## config.mk

```make
export PLATFORM = sky130hd
export DESIGN_NAME = addsub_rr_arbiter
export DESIGN_NICKNAME = d
export VERILOG_FILES = /design/src/rtl/addsub_rr_arbiter.sv
export SDC_FILE = /design/constraint.sdc
export NUM_CORES = 1
export LEC_CHECK = 0
export CAP_MARGIN = 20
export CORE_UTILIZATION = 46
export DETAILED_ROUTE_END_ITERATION = 10
export GPL_ROUTABILITY_DRIVEN = 1
export PLACE_DENSITY = 0.82
export SYNTH_ARGS = -nofsm -noshare
export SYNTH_HDL_FRONTEND = slang
export SYNTH_SLANG_ARGS = --single-unit
```

## constraint.sdc

```tcl
create_clock -name clk -period 2.6 [get_ports clk]
set_input_delay 0.52 -clock clk [delete_from_list [all_inputs] [get_ports clk]]
set_output_delay 0.52 -clock clk [all_outputs]
set_load 0.1 [all_outputs]
```

## src/rtl/addsub_rr_arbiter.sv

```systemverilog
// Two-requester round-robin front end sharing one N-bit adder/subtractor.
// Grant in IDLE, compute in EXEC, hold the tagged result in RESP until taken.
module addsub_rr_arbiter #(
  parameter int unsigned N = 8
) (
  input  logic         clk,
  input  logic         rst_n,
  input  logic         req0_valid,
  output logic         req0_ready,
  input  logic [N-1:0] req0_a,
  input  logic [N-1:0] req0_b,
  input  logic         req0_sub,
  input  logic         req1_valid,
  output logic         req1_ready,
  input  logic [N-1:0] req1_a,
  input  logic [N-1:0] req1_b,
  input  logic         req1_sub,
  output logic         rsp_valid,
  input  logic         rsp_ready,
  output logic         rsp_id,
  output logic [N-1:0] rsp_result,
  output logic         rsp_carry,
  output logic         rsp_ovf
);

  typedef enum logic [1:0] {
    IDLE = 2'd0,
    EXEC = 2'd1,
    RESP = 2'd2
  } state_t;

  state_t       state;
  state_t       state_next;
  logic         prio;
  logic [N-1:0] a_q;
  logic [N-1:0] b_q;
  logic         sub_q;
  logic         id_q;

  logic         grant;
  logic         winner;
  logic [N-1:0] bx;
  logic [N:0]   sum;
  logic         ovf;

  // Ready is gated by rst_n so that no grant is visible while reset is held.
  always_comb begin
    grant      = 1'b0;
    winner     = 1'b0;
    req0_ready = 1'b0;
    req1_ready = 1'b0;
    if (rst_n && state == IDLE) begin
      grant      = req0_valid | req1_valid;
      winner     = (req0_valid && req1_valid) ? prio : req1_valid;
      req0_ready = grant && !winner;
      req1_ready = grant && winner;
    end
  end

  always_comb begin
    bx  = sub_q ? ~b_q : b_q;
    sum = {1'b0, a_q} + {1'b0, bx} + {{N{1'b0}}, sub_q};
    ovf = (a_q[N-1] == bx[N-1]) && (sum[N-1] != a_q[N-1]);
  end

  always_ff @(posedge clk or negedge rst_n) begin
    if (!rst_n) begin
      state <= IDLE;
    end else begin
      state <= state_next;
    end
  end

  always_comb begin
    state_next = state;
    case (state)
      IDLE:    if (grant) state_next = EXEC;
      EXEC:    state_next = RESP;
      RESP:    if (rsp_ready) state_next = IDLE;
      default: state_next = IDLE;
    endcase
  end

  always_ff @(posedge clk or negedge rst_n) begin
    if (!rst_n) begin
      a_q   <= '0;
      b_q   <= '0;
      sub_q <= 1'b0;
      id_q  <= 1'b0;
    end else if (state == IDLE && grant) begin
      a_q   <= winner ? req1_a   : req0_a;
      b_q   <= winner ? req1_b   : req0_b;
      sub_q <= winner ? req1_sub : req0_sub;
      id_q  <= winner;
    end
  end

  always_ff @(posedge clk or negedge rst_n) begin
    if (!rst_n) begin
      prio       <= 1'b0;
      rsp_valid  <= 1'b0;
      rsp_id     <= 1'b0;
      rsp_result <= '0;
      rsp_carry  <= 1'b0;
      rsp_ovf    <= 1'b0;
    end else begin
      case (state)
        EXEC: begin
          rsp_valid  <= 1'b1;
          rsp_id     <= id_q;
          rsp_result <= sum[N-1:0];
          rsp_carry  <= sum[N];
          rsp_ovf    <= ovf;
        end
        RESP: begin
          if (rsp_ready) begin
            rsp_valid <= 1'b0;
            prio      <= ~rsp_id;
          end
        end
        default: ;
      endcase
    end
  end

endmodule

```

==> Word-level counts from Yosys, hierarchy flattened <==
Cells that the tools add are included.
{ "word_totals": {"out_inout_bits": 14, "reg_bits": 33, "inputBits": 39} }
{ "op_classes": {"mux": 14, "n_reduce_logical": 12, "bitwise_logic": 3, "n_eq_ne": 6, "addsub": 2} }
{ "ops": {"columns": ["cell", "n"], "rows": [
  ["two-way mux 8 bit", 3],
  ["adder 8 x 8 -> 9 bit", 1],
  ["adder 9 x 1 -> 9 bit", 1],
  ["NOT 8 bit", 1],
  ["two-way mux 1 bit", 7],
  ["logical AND 1 bit", 6],
  ["case mux 2 bit (3 select lines)", 1],
  ["AND reduction 2 bit", 3],
  ["two-way mux 2 bit", 2],
  ["!= test 2 bit, second input constant", 2],
  ["== test 2 x 1 -> 1 bit, second input constant", 1],
  ["== test 2 bit, second input constant", 1],
  ["zero test 2 bit", 1],
  ["case mux 1 bit (2 select lines)", 1],
  ["nonzero test 2 bit", 1],
  ["== test 1 bit", 1],
  ["zero test 1 bit", 1],
  ["!= test 1 bit", 1],
  ["NOT 1 bit", 1],
  ["OR 1 bit", 1]
]} }

==> Longest topological paths before layout <==
Gate-level depths: netlist of the first run.
{ "depth": {"word_depth": 6, "ltp_mapped": 9, "depth_no_buf": 8} }

==> Least setup slack after synthesis of the first run <==
Ideal clock, no wire load.
{ "synth_timing": {"path_kind": "input to output", "startpoint": "input req0_valid", "endpoint": "output req0_ready", "path_buffers": 1, "setup_slack_ns": -0.432, "path_stages": 4, "required_time_ns": 2.080, "arrival_time_ns": 2.512, "path_cell_list": "inv_1 o21ai_4 clkbuf_1 nor2b_1"} }
{ "synth_via": {"elab_chain_cells": 5, "word_cells_on_any_way": 6, "classes_between": "mux: 2; bitwise: 1; reduce/logical: 3"} }
{ "synth_rtl": {"columns": ["item", "line", "source"], "rows": [
  ["start: declaration", "8", "input logic req0_valid,"],
  ["logical AND 1 bit", "54", "winner = (req0_valid && req1_valid) ? prio : req1_valid;"],
  ["two-way mux 1 bit", "54", null],
  ["zero test 1 bit", "55", "req0_ready = grant && !winner;"],
  ["logical AND 1 bit *", "55", null],
  ["two-way mux 1 bit *", "52", "if (rst_n && state == IDLE) begin"],
  ["end: declaration", "9", "output logic req0_ready,"]
]} }
Every way passes the cells marked *; elsewhere a longest branch is shown, timed or not.

==> Worst setup path after layout of the first run <==
{ "layout_timing": {"startpoint": "register sub_q", "endpoint": "register rsp_result[6]"} }
{ "layout_via": {"elab_chain_cells": 3} }
{ "layout_rtl": {"columns": ["item", "line", "source"], "rows": [
  ["start: declaration", "37", "logic sub_q;"],
  ["start signal: assignment", "93", "sub_q <= winner ? req1_sub : req0_sub;"],
  ["two-way mux 8 bit", "61", "bx = sub_q ? ~b_q : b_q;"],
  ["adder 8 x 8 -> 9 bit", "62", "sum = {1'b0, a_q} + {1'b0, bx} + {{N{1'b0}}, sub_q};"],
  ["adder 9 x 1 -> 9 bit *", "62", null],
  ["end signal: assignment", "111", "rsp_result <= sum[N-1:0];"],
  ["end: declaration", "21", "output logic [N-1:0] rsp_result,"]
]} }
Marks and branches as above.
A chain may end at the register's enable or synchronous reset.

==> out/metrics.cfg, run 1 <==
[status]
status = finished, final reports clean

[timing]
hold_violations = 0
final.setup.tns_ns = 0
rsz0062_at_grt = false
finalCritPeriodShare_pct = 85.49
slew-limit-headroom_pct = 52.49
final_max_slew_viol_count = 0
max_freq_ghz = 0.4499
setup_viol = 0
worst_pin_slew_ns = 0.7126
whs_ns = 0.4786
skew_ns = 0.004986
fin_crit_ns = 2.223

[pwr]
irDropWorstVdd_mv = 0.4787
total_power_mw = 3.351
p_per_area_nw_per_um2 = 1408
leakagePower_nw = 1.082

[logic_synthesis]
ys_warn_count = 0
synth_area_per_cell_sq_um = 9.839
yosys_register_bits = 33
yosysSeqAreaShare_pct = 47.69
synthTopCellsByArea = dfrtp_1 48%, o21ai_0 8.4%, nand2_1 6.1%, xor2_1 5.6%, ha_1 5.1%
synth_top_area_share_pct = 47.69
synth_nets = 223
synthCells = 176
yosysTopAreaCell = dfrtp_1
yosys.cell_types.count = 32
synth_area_sq_um = 1732

[placed_design]
post-dp-hpwl_um = 2695
placedCellCount = 270
numPortBuffers = 52
gp_congestion = 0.7572

[worst_setup_path]
cp-end-kind = flop
critPathRequiredTime_ns = 2.77
cp-start-kind = flop
worst_r2r_endpoint = rsp_result[6]$_DFFE_PN0P_
arrival_ns = 2.39
ff2ff_path_depth = 8
cp_max_fo = 9
crit_type = flop to flop
r2r_setup_slack_ns = 0.38
timing.rr.start = sub_q$_DFFE_PN0P_

[die]
ios = 53
core-area_sq_um = 3468
rows = 21
die_h_um = 63.36
die_area_sq_um = 4014
initial_core_util_pct = 49.93
die_x_um = 63.36

[clocking]
cts_hold_buf = 0
cts_tree = done
max-clock-path-buffers = 2
cts_setup_buffers = 0
numCtsBuffers = 5
cts_resized = 0
cts_root_buffer = clkbuf_8
cts_sinks = 33
clk_latency_ns = 0.28
clk_pin_slew_ns = 0.06
ctsHtreeMaxLevel = 2

[final_layout]
stdcell_count = 277
drive_gt1_share_pct = 13.42
antenna_cells = 0
fin_nets = 278
syn_to_final_growth_pct = 37.43
utilization_pct = 68.61

[detailed_routing]
drc = 0
first_pass_iters = 4
wire_per_inst_um = 12.74
via_per_inst = 5.202
ant_nets = 0
drtIter0Drc = 54
drt_wl_total_um = 3528
num_vias = 1441

[global_routing]
overflow = 0
antenna_found_initial = 0
gr-usage-all-layers_pct = 20.05
grt_max_degree = 35
grt_pass1_vias = 1382
grt_pass1_wl_um = 6265

[min_path]
worstHoldEndpoint = rsp_result[0]$_DFFE_PN0P_
worstHoldPathCells = 2
hp-start = rsp_result[0]$_DFFE_PN0P_
hold_path.class = flop to flop

[run]
drv_cap = 0

[where the power goes]
part	switching, mW	internal, mW	leakage [nW]
registers	0.176	0.737	0.411
logic	1.36	0.705	0.627
clock network	0.168	0.210	0.0443
total	1.70	1.65	1.08
[worst max-delay path by stage]
stage | from | to | slack (ns)
6_report | sub_q$_DFFE_PN0P_ | rsp_result[6]$_DFFE_PN0P_ | 0.38
4_1_cts | sub_q$_DFFE_PN0P_ | rsp_result[6]$_DFFE_PN0P_ | 0.37
5_1_grt | sub_q$_DFFE_PN0P_ | rsp_result[6]$_DFFE_PN0P_ | 0.25
3_3_place_gp | req0_valid | req0_ready | 0.44
2_1_floorplan | req0_valid | req0_ready | 0.08
3_5_place_dp | sub_q$_DFFE_PN0P_ | rsp_result[6]$_DFFE_PN0P_ | 0.38
[metrics by stage]
step                      instance area [sq um]  setup slack (ns)
final                                      2380            0.3772
after global routing                       2380            0.2507
after CTS                                  2380            0.3688
after global placement                     2293            0.4384
after detailed placement                   2293            0.3793
after floorplan                            1734           0.07865
[kinds of logic after synthesis]
family                     Yosys count  share of synthesized area [%]
AOI/OAI and AO/OA                   64                          23.34
xor gates and xnor gates            13                          6.575
adders and majority gates            8                          6.214
buffers and inverters               13                          3.323
DFF                                 33                          47.69
muxes                                5                          2.962
and+or+nand+nor                     40                          9.899
[Yosys cell counts]
| library cell | number |
|---|---|
| nand2b_1 | 2 |
| a21o_1 | 3 |
| a21boi_0 | 1 |
| mux2_2 | 1 |
| o21a_1 | 2 |
| a211oi_1 | 2 |
| clkbuf_1 | 6 |
| o211ai_1 | 1 |
| o21ai_2 | 1 |
| o221ai_1 | 1 |
| nor2_2 | 1 |
| xnor2_1 | 2 |
| o31a_1 | 2 |
| ha_1 | 7 |
| o21ai_4 | 1 |
| a21oi_1 | 6 |
| xor2_1 | 11 |
| nor2b_1 | 3 |
| nand2_1 | 28 |
| fa_1 | 1 |
| nor2_1 | 4 |
| o21ai_0 | 29 |
| a41oi_2 | 1 |
| dfrtp_1 | 33 |
| buf_6 | 1 |
| buf_2 | 1 |
| o22ai_1 | 13 |
| inv_1 | 5 |
| nand3b_1 | 1 |
| mux2i_1 | 4 |
| o31ai_2 | 1 |
| and2_1 | 1 |
[cell type report]
| type | instances | area, sq um |
|---|---|---|
| fillers | 322 | 1089 |
| repair buffers | 56 | 540.5 |
| multi-input cells | 130 | 850.8 |
| flip-flops and latches | 33 | 825.8 |
| well taps | 46 | 57.56 |
| inverters | 5 | 18.77 |
| clock buffers | 7 | 86.33 |
[registers in the layout, summed over array words and instances (netlist names)]
signal and cells:
a_q 8, b_q 8, rsp_result 8, state 2, id_q 1, prio 1
rsp_carry 1, rsp_id 1, rsp_ovf 1, rsp_valid 1, sub_q 1
[metal layers]
layer / vias up / global-route usage [%] / part of all wire (%)
met3: 5 / 3.986 / 3.4
li1: 731 / - / -
met4: 0 / 8.523 / 1.7
met5: - / 0 / 0
met1: 670 / 27.02 / 47
met2: 35 / 31.25 / 48
[critical path, cell delays in order (launching register included)]
cell and delay [ns]:
dfrtp_1 0.57, xor2_1 0.26, inv_1 0.09, fa_1 0.44, nor2b_1 0.18, o31a_1 0.19, o31a_1 0.15, a211oi_1 0.05
a21o_1 0.18
[placed cells by master, fill, tap and decap left out, drive strengths merged, types with 4 or more instances in the layout]
cell type	synthesis	final
a21oi	6	6
buf	2	18
clkbuf	6	7
clkdlybuf4s50	0	38
dfrtp	33	33
ha	7	7
inv	5	5
mux2i	4	4
nand2	28	28
nor2	5	5
o21ai	31	31
o22ai	13	13
xor2	11	11
Power figures use the tool's default switching activity.
==> inputs of run 2 (changes only) <==
- SLEW_MARGIN: default -> 20
==> results of run 2 <==
The final DEF is identical to that of run 1; final timing and power are the same.
==> inputs of run 3 (changes only) <==
- ABC_AREA: default -> 1
- CORE_UTILIZATION: 46 -> 48
==> run 3 against run 2 <==
Global-route usage up 2.7 points. Clock power about the same. Die area up 9.0%. Cell area up 8.2%. Power up 9.3%. Via count up 16%. Setup slack worse by 0.13 ns. Count of clock-buffer cells in the layout down 2. Clock skew about the same. Area after synthesis up 14%. Register-to-register slack better by 0.26 ns. Core utilization down 0.83 points.
==> out/metrics.cfg, run 3 <==
[logic_synthesis]
yosys_register_bits = 33  ; unchanged
synthTopCellsByArea = dfrtp_1 42%, nand2_1 10%, o21ai_2 7.1%, nor2_1 4.7%, ha_1 4.4%
synth-simple-area-share_pct = 21.41  ; +12 points
yosysSeqAreaShare_pct = 41.80  ; -5.9 points
synthCells = 231  ; +31%
yosysTopAreaCell = dfrtp_1
synthMuxAreaShare_pct = 0  ; -3.0 points
synth-edff-count = 0  ; unchanged
synth_ff_type = dfrtp_1
synth_area_sq_um = 1976  ; +14%
synth_common_cells = 54 x nand2_1, 33 x dfrtp_1, 25 x nor2_1
synth_area_per_cell_sq_um = 8.553  ; -13%
synth_compound_area_share_pct = 18.24  ; -5.1 points
ys_warn_count = 0  ; unchanged
yosys.cell_types.count = 33  ; +3.1%
synthAdderAreaFrac_pct = 5.446  ; -0.77 points
synth_nets = 278  ; +25%
synth-xor-area-share_pct = 3.990  ; -2.6 points
synth_most_common_cell = nand2_1
synth_top_area_share_pct = 41.80  ; -5.9 points
synth_top_family_by_area = simple AND/OR/NAND/NOR gates
synth-async-reset-ratio_pct = 100.0  ; unchanged

[die]
initial_core_util_pct = 52.01  ; +2.1 points
rows = 22  ; +4.8%
ios = 53  ; unchanged
die_h_um = 66.16  ; +4.4%
core-area_sq_um = 3799  ; +9.5%
die_area_sq_um = 4376  ; +9.0%
die_x_um = 66.16  ; +4.4%

[timing]
slew-limit-headroom_pct = 72.71  ; +20 points
setup_viol = 0  ; unchanged
fin_crit_ns = 2.351  ; +0.1285 ns
finalCritPeriodShare_pct = 90.43  ; +4.9 points
rsz0062_at_grt = false
setup_ws_ns = 0.2487  ; -0.1285 ns
max_freq_ghz = 0.4253  ; -5.5%
worst_pin_slew_ns = 0.4093  ; -0.3033 ns
final_max_slew_viol_count = 0  ; unchanged
hold_violations = 0  ; unchanged
skew_ns = 0.004896  ; -0.00009001 ns
final.setup.tns_ns = 0  ; unchanged

[worst_setup_path]
critPathSlowestCell = clkdlybuf4s50_1
cp-end-kind = output pin
max_stage_delay_ns = 0.44  ; -0.13 ns
crit_type = input pin to output pin
arrival_ns = 1.83  ; -0.56 ns
r2r_setup_slack_ns = 0.64  ; +0.26 ns
cp_max_fo = 18  ; +9
cp-start-kind = input pin
ff2ff_path_depth = 12  ; +4
timing.rr.start = sub_q$_DFFE_PN0P_
cp-endpoint = req1_ready
worst_r2r_endpoint = rsp_ovf$_DFFE_PN0P_
path_cells = clkdlybuf4s50_1 > inv_2 > nor2_2 > nor2_4 > nand2_8 > inv_8 > buf_12
crit_start = req0_valid
critPathRequiredTime_ns = 2.08  ; -0.69 ns

[final_layout]
seq_area_sq_um = 825.8  ; unchanged
drive_gt1_share_pct = 20.63  ; +7.2 points
final_common_cell = nand2_1
top_regs = a_q x8, b_q x8, rsp_result x8
fin_nets = 332  ; +19%
multiInputGateArea_sq_um = 972.2  ; +14%
antenna_cells = 0  ; unchanged
nFillCells = 338  ; +5.0%
syn_to_final_growth_pct = 30.34
layout_common_cells = 54 x nand2_1, 38 x clkdlybuf4s50_1, 33 x dfrtp_1

[pwr]
p_sw_mw = 1.961  ; +15%
pwr-share-seq_pct = 25.1  ; -2.1 points
irDropWorstVdd_mv = 0.4742  ; -0.96%
power_frac_clock_pct = 10.4  ; -0.9 points
p_sw_share_pct = 53.54  ; +2.8 points
leakagePower_nw = 1.213  ; +12%
comb_power_share_pct = 64.5  ; +3.0 points
p_per_area_nw_per_um2 = 1423  ; +1.0%
intPower_mw = 1.702  ; +3.1%

[global_routing]
grt_pass1_wl_um = 7334  ; +17%
grt_max_degree = 34  ; -2.9%
antenna_found_initial = 0  ; unchanged
overflow = 0  ; unchanged
gr-usage-all-layers_pct = 22.72  ; +2.7 points
grt_pass1_vias = 1693  ; +23%

[clocking]
cts_resized = 0  ; unchanged
cts_root_buffer = clkbuf_8
cts_sinks = 33  ; unchanged
ctsHtreeMaxLevel = 2  ; unchanged
cts_setup_buffers = 0  ; unchanged
clk_latency_ns = 0.29  ; about the same
clk_pin_slew_ns = 0.07  ; about the same
cts_tree = done
numCtsBuffers = 5  ; unchanged
max-clock-path-buffers = 2  ; unchanged
cts_hold_buf = 0  ; unchanged

[detailed_routing]
drtIter0Drc = 60  ; +11%
ant_nets = 0  ; unchanged
via_per_inst = 4.991  ; -4.1%
first_pass_iters = 4  ; unchanged
drt_wl_total_um = 4129  ; +17%
wire_per_inst_um = 12.36  ; -2.9%
drc = 0  ; unchanged
num_vias = 1667  ; +16%

[placed_design]
numPortBuffers = 52  ; unchanged
post-dp-hpwl_um = 3239  ; +20%
pre_cts_slack_ns = 0.2503  ; -0.1291 ns
gp_congestion = 0.8164  ; +7.8%

[status]
status = finished, final reports clean

[run]
drv_cap = 0  ; unchanged

[min_path]
hold_path.class = flop to flop

-- run 3: changes by cell type after synthesis, sizes merged, moves of 4 or more --
cell    change
buf         +6
clkbuf      -6
inv        +19
mux2i       -4
nand2      +29
nand3       +7
nor2       +23
o22ai       -7
xor2        -5
-- run 3: critical path: cells and delay by family --
family | cells | cell delay [ns]
buf+inv | 4 | 0.89
simple gates | 3 | 0.40
-- run 3: final cells by class --
| class | count | area share [%] |
|---|---|---|
| well taps | 48 | 2.332 |
| clock buffers | 5 | 2.672 |
| repair buffers | 55 | 20.70 |
| clock inverters | 3 | 0.6803 |
| multi-input cells | 166 | 37.76 |
| flip-flops and latches | 33 | 32.07 |
| inverters | 24 | 3.790 |
-- run 3: logic make-up (layout without fill, tap and decap cells) --
family                   count (synthesis)  after routing
flip-flops                              33             33
XOR/XNOR                                 9              9
AND/OR/NAND/NOR                         98             98
AO/OA/AOI/OAI                           51             51
adder cells (fa/ha/maj)                  8              8
buffers and inverters                   32             87
-- run 3: worst min-delay path by stage --
| stage | from | end | cells past startpoint |
|---|---|---|---|
| 2_1_floorplan | rst_n | a_q[0]$_DFFE_PN0P_ | 0 |
| 3_3_place_gp | rsp_result[6]$_DFFE_PN0P_ | rsp_result[6]$_DFFE_PN0P_ | 2 |
| 3_5_place_dp | rsp_ovf$_DFFE_PN0P_ | rsp_ovf$_DFFE_PN0P_ | 2 |
| 4_1_cts | rsp_ovf$_DFFE_PN0P_ | rsp_ovf$_DFFE_PN0P_ | 2 |
| 5_1_grt | rsp_result[6]$_DFFE_PN0P_ | rsp_result[6]$_DFFE_PN0P_ | 2 |
| 6_report | rsp_ovf$_DFFE_PN0P_ | rsp_ovf$_DFFE_PN0P_ | 2 |
-- run 3: layer usage --
metal	share of wire (%)	track usage, %	routed length, um	up-vias
li1	-	-	-	855
met1	44	26.32	1809	764
met2	51	40.94	2105	43
met3	3.7	4.655	151	5
met4	1.5	8.245	62	0
met5	0	0	0	-
-- run 3: power groups by stage --
stage                     combinational [mW]  sequential (mW)  clock, mW
after floorplan                         1.32             1.50          0
after global placement                  2.32            0.919          0
after detailed placement                2.37            0.930          0
after CTS                               2.38            0.925      0.383
after global routing                    2.62            0.949      0.406
final                                   2.36            0.921      0.380
-- run 3: through the flow --
step	cell area [sq um]	total power, mW	util (%)	hold WS (ns)	std cells
floorplan	1978	2.817	-	0.2244	231
global placement	2489	3.238	65.51	0.4665	326
detailed placement	2489	3.298	65.51	0.4667	326
CTS	2575	3.688	67.79	0.4849	334
global route	2575	3.976	67.79	0.4960	334
finish	2575	3.664	67.79	0.4803	334
